`config.mk`:
```
export PLATFORM = sky130hd
export DESIGN_NAME = flash_bus_sequencer
export DESIGN_NICKNAME = d
export VERILOG_FILES = /design/src/rtl/flash_bus_sequencer.sv
export SDC_FILE = /design/constraint.sdc
export NUM_CORES = 1
export LEC_CHECK = 0
export BUFFER_PORTS_ARGS = -buffer_cell sky130_fd_sc_hd__buf_2
export CAP_MARGIN = 0
export CORE_ASPECT_RATIO = 1.5
export CORE_MARGIN = 5
export CORE_UTILIZATION = 47
export CTS_BUF_LIST = sky130_fd_sc_hd__clkbuf_4
export DETAILED_ROUTE_END_ITERATION = 10
export PLACE_DENSITY = 0.82
export SYNTH_ARGS = -nofsm -noshare
export SYNTH_HDL_FRONTEND = slang
export SYNTH_SLANG_ARGS = --single-unit
```
`constraint.sdc`:
```
create_clock -name s_axi_aclk -period 2.02 [get_ports s_axi_aclk]
set_input_delay 0.101 -clock s_axi_aclk [delete_from_list [all_inputs] [get_ports s_axi_aclk]]
set_output_delay 0.101 -clock s_axi_aclk [all_outputs]
set_load 0.05 [all_outputs]
```
`src/rtl/flash_bus_sequencer.sv`:
```
// NOR-flash pin sequencer: timed cs_n/oe_n/we_n strobes for single-word requests.
// Optional busy polling after writes: define FLASH_RDY_POLL_EN.
module flash_bus_sequencer #(
  parameter int ADDR_W     = 24,
  parameter int DATA_W     = 32,
  parameter int RD_WAIT    = 4,
  parameter int WR_SETUP   = 1,
  parameter int WR_PULSE   = 3,
  parameter int WR_HOLD    = 1,
  parameter int TURNAROUND = 1,
  parameter int TMO_W      = 16
) (
  input  logic              s_axi_aclk,
  input  logic              s_axi_aresetn,
  input  logic              req_valid,
  output logic              req_ready,
  input  logic              req_we,
  input  logic [ADDR_W-1:0] req_addr,
  input  logic [DATA_W-1:0] req_wdata,
  output logic              rsp_valid,
  input  logic              rsp_ready,
  output logic [DATA_W-1:0] rsp_rdata,
  output logic              rsp_err,
  output logic [ADDR_W-1:0] flash_addr,
  output logic [DATA_W-1:0] flash_dq_o,
  output logic              flash_dq_oe,
  input  logic [DATA_W-1:0] flash_dq_i,
  output logic              flash_cs_n,
  output logic              flash_oe_n,
  output logic              flash_we_n,
  input  logic              flash_ry_by
);

  localparam logic [2:0] S_IDLE   = 3'd0;
  localparam logic [2:0] S_RD_ACC = 3'd1;
  localparam logic [2:0] S_WR_SET = 3'd2;
  localparam logic [2:0] S_WR_PUL = 3'd3;
  localparam logic [2:0] S_WR_HLD = 3'd4;
  localparam logic [2:0] S_RSP    = 3'd5;
  localparam logic [2:0] S_TURN   = 3'd6;
`ifdef FLASH_RDY_POLL_EN
  localparam logic [2:0] S_WR_POLL = 3'd7;
`endif

  function automatic int imax(int a, int b);
    return (a > b) ? a : b;
  endfunction

  // The poll start delay (2) shares the wait-state counter.
  localparam int MAXP  = imax(imax(imax(RD_WAIT, WR_SETUP),
                                   imax(WR_PULSE, WR_HOLD)),
                              imax(TURNAROUND, 2));
  localparam int CNT_W = $clog2(MAXP + 1);

  localparam logic [CNT_W-1:0] LD_RD  = CNT_W'(RD_WAIT - 1);
  localparam logic [CNT_W-1:0] LD_SET = CNT_W'(WR_SETUP - 1);
  localparam logic [CNT_W-1:0] LD_PUL = CNT_W'(WR_PULSE - 1);
  localparam logic [CNT_W-1:0] LD_HLD = CNT_W'(WR_HOLD - 1);
  localparam logic [CNT_W-1:0] LD_TA  =
    CNT_W'((TURNAROUND > 0) ? TURNAROUND - 1 : 0);

  logic [2:0]        state_q, state_d;
  logic [CNT_W-1:0]  cnt_q, cnt_d;
  logic              cnt_zero;
  logic              cs_n_q, cs_n_d;
  logic              oe_n_q, oe_n_d;
  logic              we_n_q, we_n_d;
  logic              dq_oe_q, dq_oe_d;
  logic [ADDR_W-1:0] addr_q, addr_d;
  logic [DATA_W-1:0] dq_o_q, dq_o_d;
  logic              rsp_valid_q, rsp_valid_d;
  logic [DATA_W-1:0] rdata_q, rdata_d;

`ifdef FLASH_RDY_POLL_EN
  localparam logic [TMO_W-1:0] TMO_LAST = {{(TMO_W-1){1'b1}}, 1'b0};
  localparam logic [CNT_W-1:0] LD_POLL  = CNT_W'(2);

  logic             err_q, err_d;
  logic [TMO_W-1:0] tmo_q, tmo_d;
  logic [1:0]       ry_sync_q, ry_sync_d;
`endif

  assign cnt_zero  = (cnt_q == '0);
  assign req_ready = (state_q == S_IDLE) && !rsp_valid_q;

  always_comb begin
    state_d     = state_q;
    cnt_d       = cnt_q;
    addr_d      = addr_q;
    dq_o_d      = dq_o_q;
    rsp_valid_d = rsp_valid_q;
    rdata_d     = rdata_q;
`ifdef FLASH_RDY_POLL_EN
    err_d       = err_q;
    tmo_d       = tmo_q;
    ry_sync_d   = {ry_sync_q[0], flash_ry_by};
`endif

    case (state_q)
      S_IDLE: begin
        if (req_valid && req_ready) begin
          addr_d = req_addr;
          if (req_we) begin
            dq_o_d  = req_wdata;
            state_d = S_WR_SET;
            cnt_d   = LD_SET;
          end else begin
            state_d = S_RD_ACC;
            cnt_d   = LD_RD;
          end
        end
      end
      S_RD_ACC: begin
        if (cnt_zero) begin
          rdata_d     = flash_dq_i;
          rsp_valid_d = 1'b1;
          state_d     = S_RSP;
        end else begin
          cnt_d = cnt_q - 1'b1;
        end
      end
      S_WR_SET: begin
        if (cnt_zero) begin
          state_d = S_WR_PUL;
          cnt_d   = LD_PUL;
        end else begin
          cnt_d = cnt_q - 1'b1;
        end
      end
      S_WR_PUL: begin
        if (cnt_zero) begin
          state_d = S_WR_HLD;
          cnt_d   = LD_HLD;
        end else begin
          cnt_d = cnt_q - 1'b1;
        end
      end
      S_WR_HLD: begin
        if (cnt_zero) begin
`ifdef FLASH_RDY_POLL_EN
          state_d = S_WR_POLL;
          cnt_d   = LD_POLL;
          tmo_d   = '0;
`else
          rsp_valid_d = 1'b1;
          rdata_d     = '0;
          state_d     = S_RSP;
`endif
        end else begin
          cnt_d = cnt_q - 1'b1;
        end
      end
`ifdef FLASH_RDY_POLL_EN
      S_WR_POLL: begin
        // Give the flash time to pull ry_by low before trusting it.
        if (!cnt_zero) begin
          cnt_d = cnt_q - 1'b1;
        end else if (ry_sync_q[1]) begin
          rsp_valid_d = 1'b1;
          rdata_d     = '0;
          err_d       = 1'b0;
          state_d     = S_RSP;
        end else if (tmo_q == TMO_LAST) begin
          rsp_valid_d = 1'b1;
          rdata_d     = '0;
          err_d       = 1'b1;
          state_d     = S_RSP;
        end else begin
          tmo_d = tmo_q + 1'b1;
        end
      end
`endif
      S_RSP: begin
        if (rsp_ready) begin
          rsp_valid_d = 1'b0;
`ifdef FLASH_RDY_POLL_EN
          err_d       = 1'b0;
`endif
          if (TURNAROUND == 0) begin
            state_d = S_IDLE;
          end else begin
            state_d = S_TURN;
            cnt_d   = LD_TA;
          end
        end
      end
      S_TURN: begin
        if (cnt_zero) begin
          state_d = S_IDLE;
        end else begin
          cnt_d = cnt_q - 1'b1;
        end
      end
      default: state_d = S_IDLE;
    endcase

    // Pins follow the next state so they are registered with it.
    cs_n_d  = !(state_d inside {S_RD_ACC, S_WR_SET, S_WR_PUL, S_WR_HLD});
    oe_n_d  = (state_d != S_RD_ACC);
    we_n_d  = (state_d != S_WR_PUL);
    dq_oe_d = state_d inside {S_WR_SET, S_WR_PUL, S_WR_HLD};
  end

  always_ff @(posedge s_axi_aclk) begin
    if (!s_axi_aresetn) begin
      state_q     <= S_IDLE;
      cnt_q       <= '0;
      cs_n_q      <= 1'b1;
      oe_n_q      <= 1'b1;
      we_n_q      <= 1'b1;
      dq_oe_q     <= 1'b0;
      addr_q      <= '0;
      dq_o_q      <= '0;
      rsp_valid_q <= 1'b0;
      rdata_q     <= '0;
    end else begin
      state_q     <= state_d;
      cnt_q       <= cnt_d;
      cs_n_q      <= cs_n_d;
      oe_n_q      <= oe_n_d;
      we_n_q      <= we_n_d;
      dq_oe_q     <= dq_oe_d;
      addr_q      <= addr_d;
      dq_o_q      <= dq_o_d;
      rsp_valid_q <= rsp_valid_d;
      rdata_q     <= rdata_d;
    end
  end

`ifdef FLASH_RDY_POLL_EN
  always_ff @(posedge s_axi_aclk) begin
    if (!s_axi_aresetn) begin
      err_q     <= 1'b0;
      tmo_q     <= '0;
      ry_sync_q <= '0;
    end else begin
      err_q     <= err_d;
      tmo_q     <= tmo_d;
      ry_sync_q <= ry_sync_d;
    end
  end

  assign rsp_err = err_q;
`else
  logic [TMO_W:0] unused_poll;
  assign unused_poll = {(TMO_W+1){flash_ry_by}};
  assign rsp_err     = 1'b0;
`endif

  assign rsp_valid   = rsp_valid_q;
  assign rsp_rdata   = rdata_q;
  assign flash_addr  = addr_q;
  assign flash_dq_o  = dq_o_q;
  assign flash_dq_oe = dq_oe_q;
  assign flash_cs_n  = cs_n_q;
  assign flash_oe_n  = oe_n_q;
  assign flash_we_n  = we_n_q;

endmodule
```
Word level (Yosys, flattened, before mapping) --
Index checks and enable logic that the tools add are counted.
Word-level totals: register bits 99, latch bits 0, memory bits (writable) 0, memory bits (read-only) 0, output and inout port bits 95, memories kept 0
Cells by class: add/subtract/negate cells 1, multiply operators 0, divide/modulo/power cells 0, $lt $le $gt $ge 0, eq/ne operators 18, shift-type cells 0, multiplexer cells 21, bitwise logic cells 0, reductions and logical operators 18
Operators with widths (count):
- 2-to-1 mux 32 bit | 2
- one-hot mux 32 bit (2 select lines) | 1
- 2-to-1 mux 3 bit | 11
- one-hot mux 3 bit (6 select lines) | 1
- one-hot mux 3 bit (5 select lines) | 1
- == test 3 x 2 -> 1 bit, second input constant | 4
- == test 3 bit, second input constant | 4
- AND reduction 3 bit | 3
- inequality test 2 bit, second input constant | 4
- == test 3 x 1 -> 1 bit, second input constant | 2
- logical NOT 3 bit | 2
- nonzero test 5 bit | 1
- 2-to-1 mux 2 bit | 2
- inequality test 2 x 1 -> 1 bit, second input constant | 2
- AND reduction 4 bit | 1
- nonzero test 2 bit | 2
- nonzero test 4 bit | 1
- inequality test 3 x 1 -> 1 bit, second input constant | 1
- inequality test 3 x 2 -> 1 bit, second input constant | 1
- nonzero test 3 bit | 1
- OR reduction 3 bit | 1
- subtractor 3 x 1 -> 3 bit, second input constant | 1
- logical AND 1 bit | 2
- logical NOT 1 bit | 2
- 4 further kinds | 5

Depth between registers and ports, before layout --
depth in word-level cells 8, mapped depth 8, depth with buffers taken out 7

Least setup slack after synthesis --
OpenSTA, ideal clock, no wires.
kind reg-to-reg, from register rsp_valid_q, in the netlist rsp_valid, to register dq_o_q[2], in the netlist flash_dq_o[2], library setup time 0.132 ns, arrival time 2.044 ns, required time 1.888 ns, slack -0.156 ns, cell stages (with the launch flop) 8, cell sequence dfxtp_1 > nor4_4 > and2_1 > buf_4 > nand2_4 > clkbuf_1 > nand2_1 > a21oi_1
Between the ends: word-level cells in the longest chain between the ends 4
Ends and longest elaborated chain:
- start: declaration | RTL line 71 | logic rsp_valid_q, rsp_valid_d;
- start signal: assignment | RTL line 225 | rsp_valid_q <= rsp_valid_d;
- logical NOT 1 bit | RTL line 84 | assign req_ready = (state_q == S_IDLE) && !rsp_valid_q;
- logical AND 1 bit | RTL line 84
- named net req_ready | RTL line 16 | output logic req_ready,
- logical AND 1 bit | RTL line 101 | if (req_valid && req_ready) begin
- AND reduction 3 bit (no line)
- end signal: assignment | RTL line 224 | dq_o_q <= dq_o_d;
- end: declaration | RTL line 70 | logic [DATA_W-1:0] dq_o_q, dq_o_d;
The timed path passes the listed nets, and every way through them passes these cells. A chain may end at the register's enable or synchronous reset.

Worst setup path after layout --
from register cnt_q[0], to register oe_n_q, in the netlist flash_oe_n
Between the ends: word-level cells in the longest chain between the ends 4
Ends and longest elaborated chain:
- start: declaration | RTL line 63 | logic [CNT_W-1:0] cnt_q, cnt_d;
- start signal: assignment | RTL line 218 | cnt_q <= cnt_d;
- logical NOT 3 bit * | RTL line 83 | assign cnt_zero = (cnt_q == '0);
- 2-to-1 mux 3 bit (on tied branches)
- one-hot mux 3 bit (6 select lines) * | RTL line 99 | case (state_q)
- inequality test 3 x 1 -> 1 bit * | RTL line 199 | oe_n_d = (state_d != S_RD_ACC);
- end signal: assignment | RTL line 220 | oe_n_q <= oe_n_d;
- end: declaration | RTL line 66 | logic oe_n_q, oe_n_d;
Every way passes the cells marked *; elsewhere a longest branch is shown, timed or not.

==> flow_summary.yaml <==
clocking:
  clk_path_buf_depth: 2
  numCtsBuffers: 9
  cts_tree: "done"
  postCtsSetupBuffers: 0
  clkSinkCount: 99
  htreeDepth: 3
  path_clk_slew_ns: 0.14
  insertion_delay_ns: 0.43
  root_buffer: "clkbuf_4"
place:
  post-place-ws_ns: 0.106
  placed_cells: 746
  gp_congestion: 0.836
  port_buffers: 186
  hpwlAfterDp_mm: 7.48
timing:
  setup_ws_ns: 0.162
  setup_viol: 0
  rsz0062_at_grt: "false"
  tightestPinTransition_ns: 0.615
  fin_skew_ns: 0.0255
  whs_ns: 0.0836
  fin_crit_sh: 0.920
  slew_headroom: 0.590
  slew_violations: 0
  fmax_mhz: 538
  hold_viol: 0
  tns_ns: 0
  period_needed_ns: 1.86
synthesis:
  synth_flop_cell: "dfxtp_1"
  synthTopCellsByArea: "dfxtp_1 52%, nand2_1 15%, a21oi_1 12%"
  synth_xor_area_frac: 0.00689
  synth_fp_nets: 577
  yosys.area.top_type_share: 0.520
  synth.mux.area_fraction: 0
  ys_ff_latch: 99
  async_flop_share: 0
  yosys.area_share.simple: 0.242
  yosys_warnings: 0
  synth_cells: 481
  synth-edff-count: 0
  ys_types: 41
  synth_compound_gate_area_share: 0.172
  avgSynthCellArea_sq_um: 7.93
  synth_top_family_by_area: "simple AND/OR/NAND/NOR gates"
  syn_area_sq_mm: 0.00381
  yosysSeqAreaShare: 0.520
  synth_fa_ha_area_frac: 0.00656
  synth_top_area_cell: "dfxtp_1"
die:
  die_area_sq_mm: 0.0100
  die_y_um: 120
  core_sq_mm: 0.00796
  placementRows: 40
  initial_utilization: 0.479
  die_w_um: 83.5
  io_pins: 189
critical_path:
  arrival_ns: 2.15
  cp_max_fo: 8
  cp-start-kind: "register"
  critPathMaxStageDelay_ns: 0.36
  path_class: "reg2reg"
  cp_slowest_cell: "dfxtp_1"
  path_cells: "inv_1 > ha_1 > nor2b_2 > buf_4 > a221oi_1 > a2bb2oi_1 > o21a_1 > o211ai_1"
  end_kind: "register"
  worstPathRequired_ns: 2.31
global_routing:
  grt_antenna_before_repair: 0
  grt_pass1_wl_mm: 20.9
  grt_use_total: 0.253
  grt_pass1_vias: 4507
  grt_start_max_net_pins: 94
  grt_overflow: 0
final_layout:
  layout_common_cells: "186 x buf_2, 152 x nand2_1, 98 x dfxtp_1"
  fin_cells: 851
  final_common_cell: "buf_2"
  nets: 837
  drive_gt1_frac: 0.302
  area_delta_synth_final_pct: 54.3
power:
  cellLeakagePower_nw: 2.64
  ir_worst_vdd_uv: 762
  power_density_mw_per_mm2: 1410
  p_total_mw: 8.30
flow_run:
  cap_viol_max_count: 0
drt:
  drt_wl_total_mm: 13.0
  vias_per_cell: 5.24
  vias: 4462
  drt_iter0_drc: 363
  ant_nets: 0
  post-route-drc-count: 0
  dr.pass1.iters: 4
  wl_per_cell_um: 15.2
outcome:
  status: "completed"
hold_path:
  holdCritPathClass: "in2reg"
-- critical path, delay by kind of cell, from the launching register on --
family	cells	cell delay (ns)
flip-flops	1	0.36
AND/OR/NAND/NOR	1	0.20
buffers and inverters	2	0.23
adder cells (fa/ha/maj)	1	0.21
AO/OA/AOI/OAI	4	0.73
-- per-layer routing --
metal / wire length [um] / part of all wire / global-route usage
met1: 4790 / 0.37 / 0.275
met2: 6520 / 0.50 / 0.432
met3: 1130 / 0.087 / 0.0716
met4: 527 / 0.041 / 0.156
met5: 0 / 0 / 0
-- sequential cells by signal (all words and copies together), names as in the netlist --
name / count
flash_we_n: 1
flash_dq_o: 32
flash_oe_n: 1
rsp_valid: 1
cnt_q: 3
flash_addr: 24
flash_cs_n: 1
state_q: 3
rsp_rdata: 32
flash_dq_oe: 1
-- power breakdown --
part           switching, mW  internal [mW]  leakage, nW
combinational           3.22           1.31         1.76
sequential             0.329           2.45        0.808
clock                  0.618          0.365       0.0710
total                   4.17           4.13         2.64
-- path summary, 6_finish.rpt --
| check | from | to | slack (ns) | cells past startpoint |
|---|---|---|---|---|
| hold / removal | rsp_ready | rsp_valid | 0.08 | 4 |
| hold reg to reg | rsp_rdata[21] | rsp_rdata[21] | 0.46 | 2 |
| setup / recovery | cnt_q[0] | flash_oe_n | 0.16 | 8 |
| setup reg to reg | cnt_q[0] | flash_oe_n | 0.16 | 8 |
-- cell families after synthesis --
logic type | count (synthesis)
and+or+nand+nor | 213
AOI/OAI and AO/OA | 119
DFF | 99
buffers and inverters | 44
xor gates and xnor gates | 3
adders and majority gates | 2
other | 1
-- cells in the mapped netlist (2+ instances only) --
master    number
o21ai_0        8
a21oi_1       95
xnor2_1        2
nand3b_1       2
and3_1         2
inv_1          4
buf_4          2
nand3_1       34
nor2b_1        3
nand2_1      152
and2_1         2
a22o_1         2
nor2_1         7
nor3_1         3
dfxtp_1       99
a221oi_1       3
buf_2         14
clkbuf_1      23
ha_1           2
-- per-stage QoR --
step                      cell area [sq um]   util
final                                  5880  0.739
after global routing                   5880  0.739
after CTS                              5870  0.738
after detailed placement               4860  0.610
after global placement                 4860  0.610
after floorplan                        3820      -
-- final cells by class --
class                      instances  area, sq um
timing repair buffer             289         1980
sequential                        99         1990
inverter                           4         15.0
multi-input combinational        338         1650
antenna                            1         2.50
clock buffer                       9         67.6
clock inverter                     6         56.3
tap                              105          131
fill                             547         2070
-- timing repair --
| item | CTS | global route |
|---|---|---|
| resized for setup | 0 | 2 |
| hold buffers | 89 | 0 |
| endpoints found under the setup margin | 0 | 4 |
| endpoints found under the hold margin | 94 | 0 |
(Power assumes the default switching activity.)
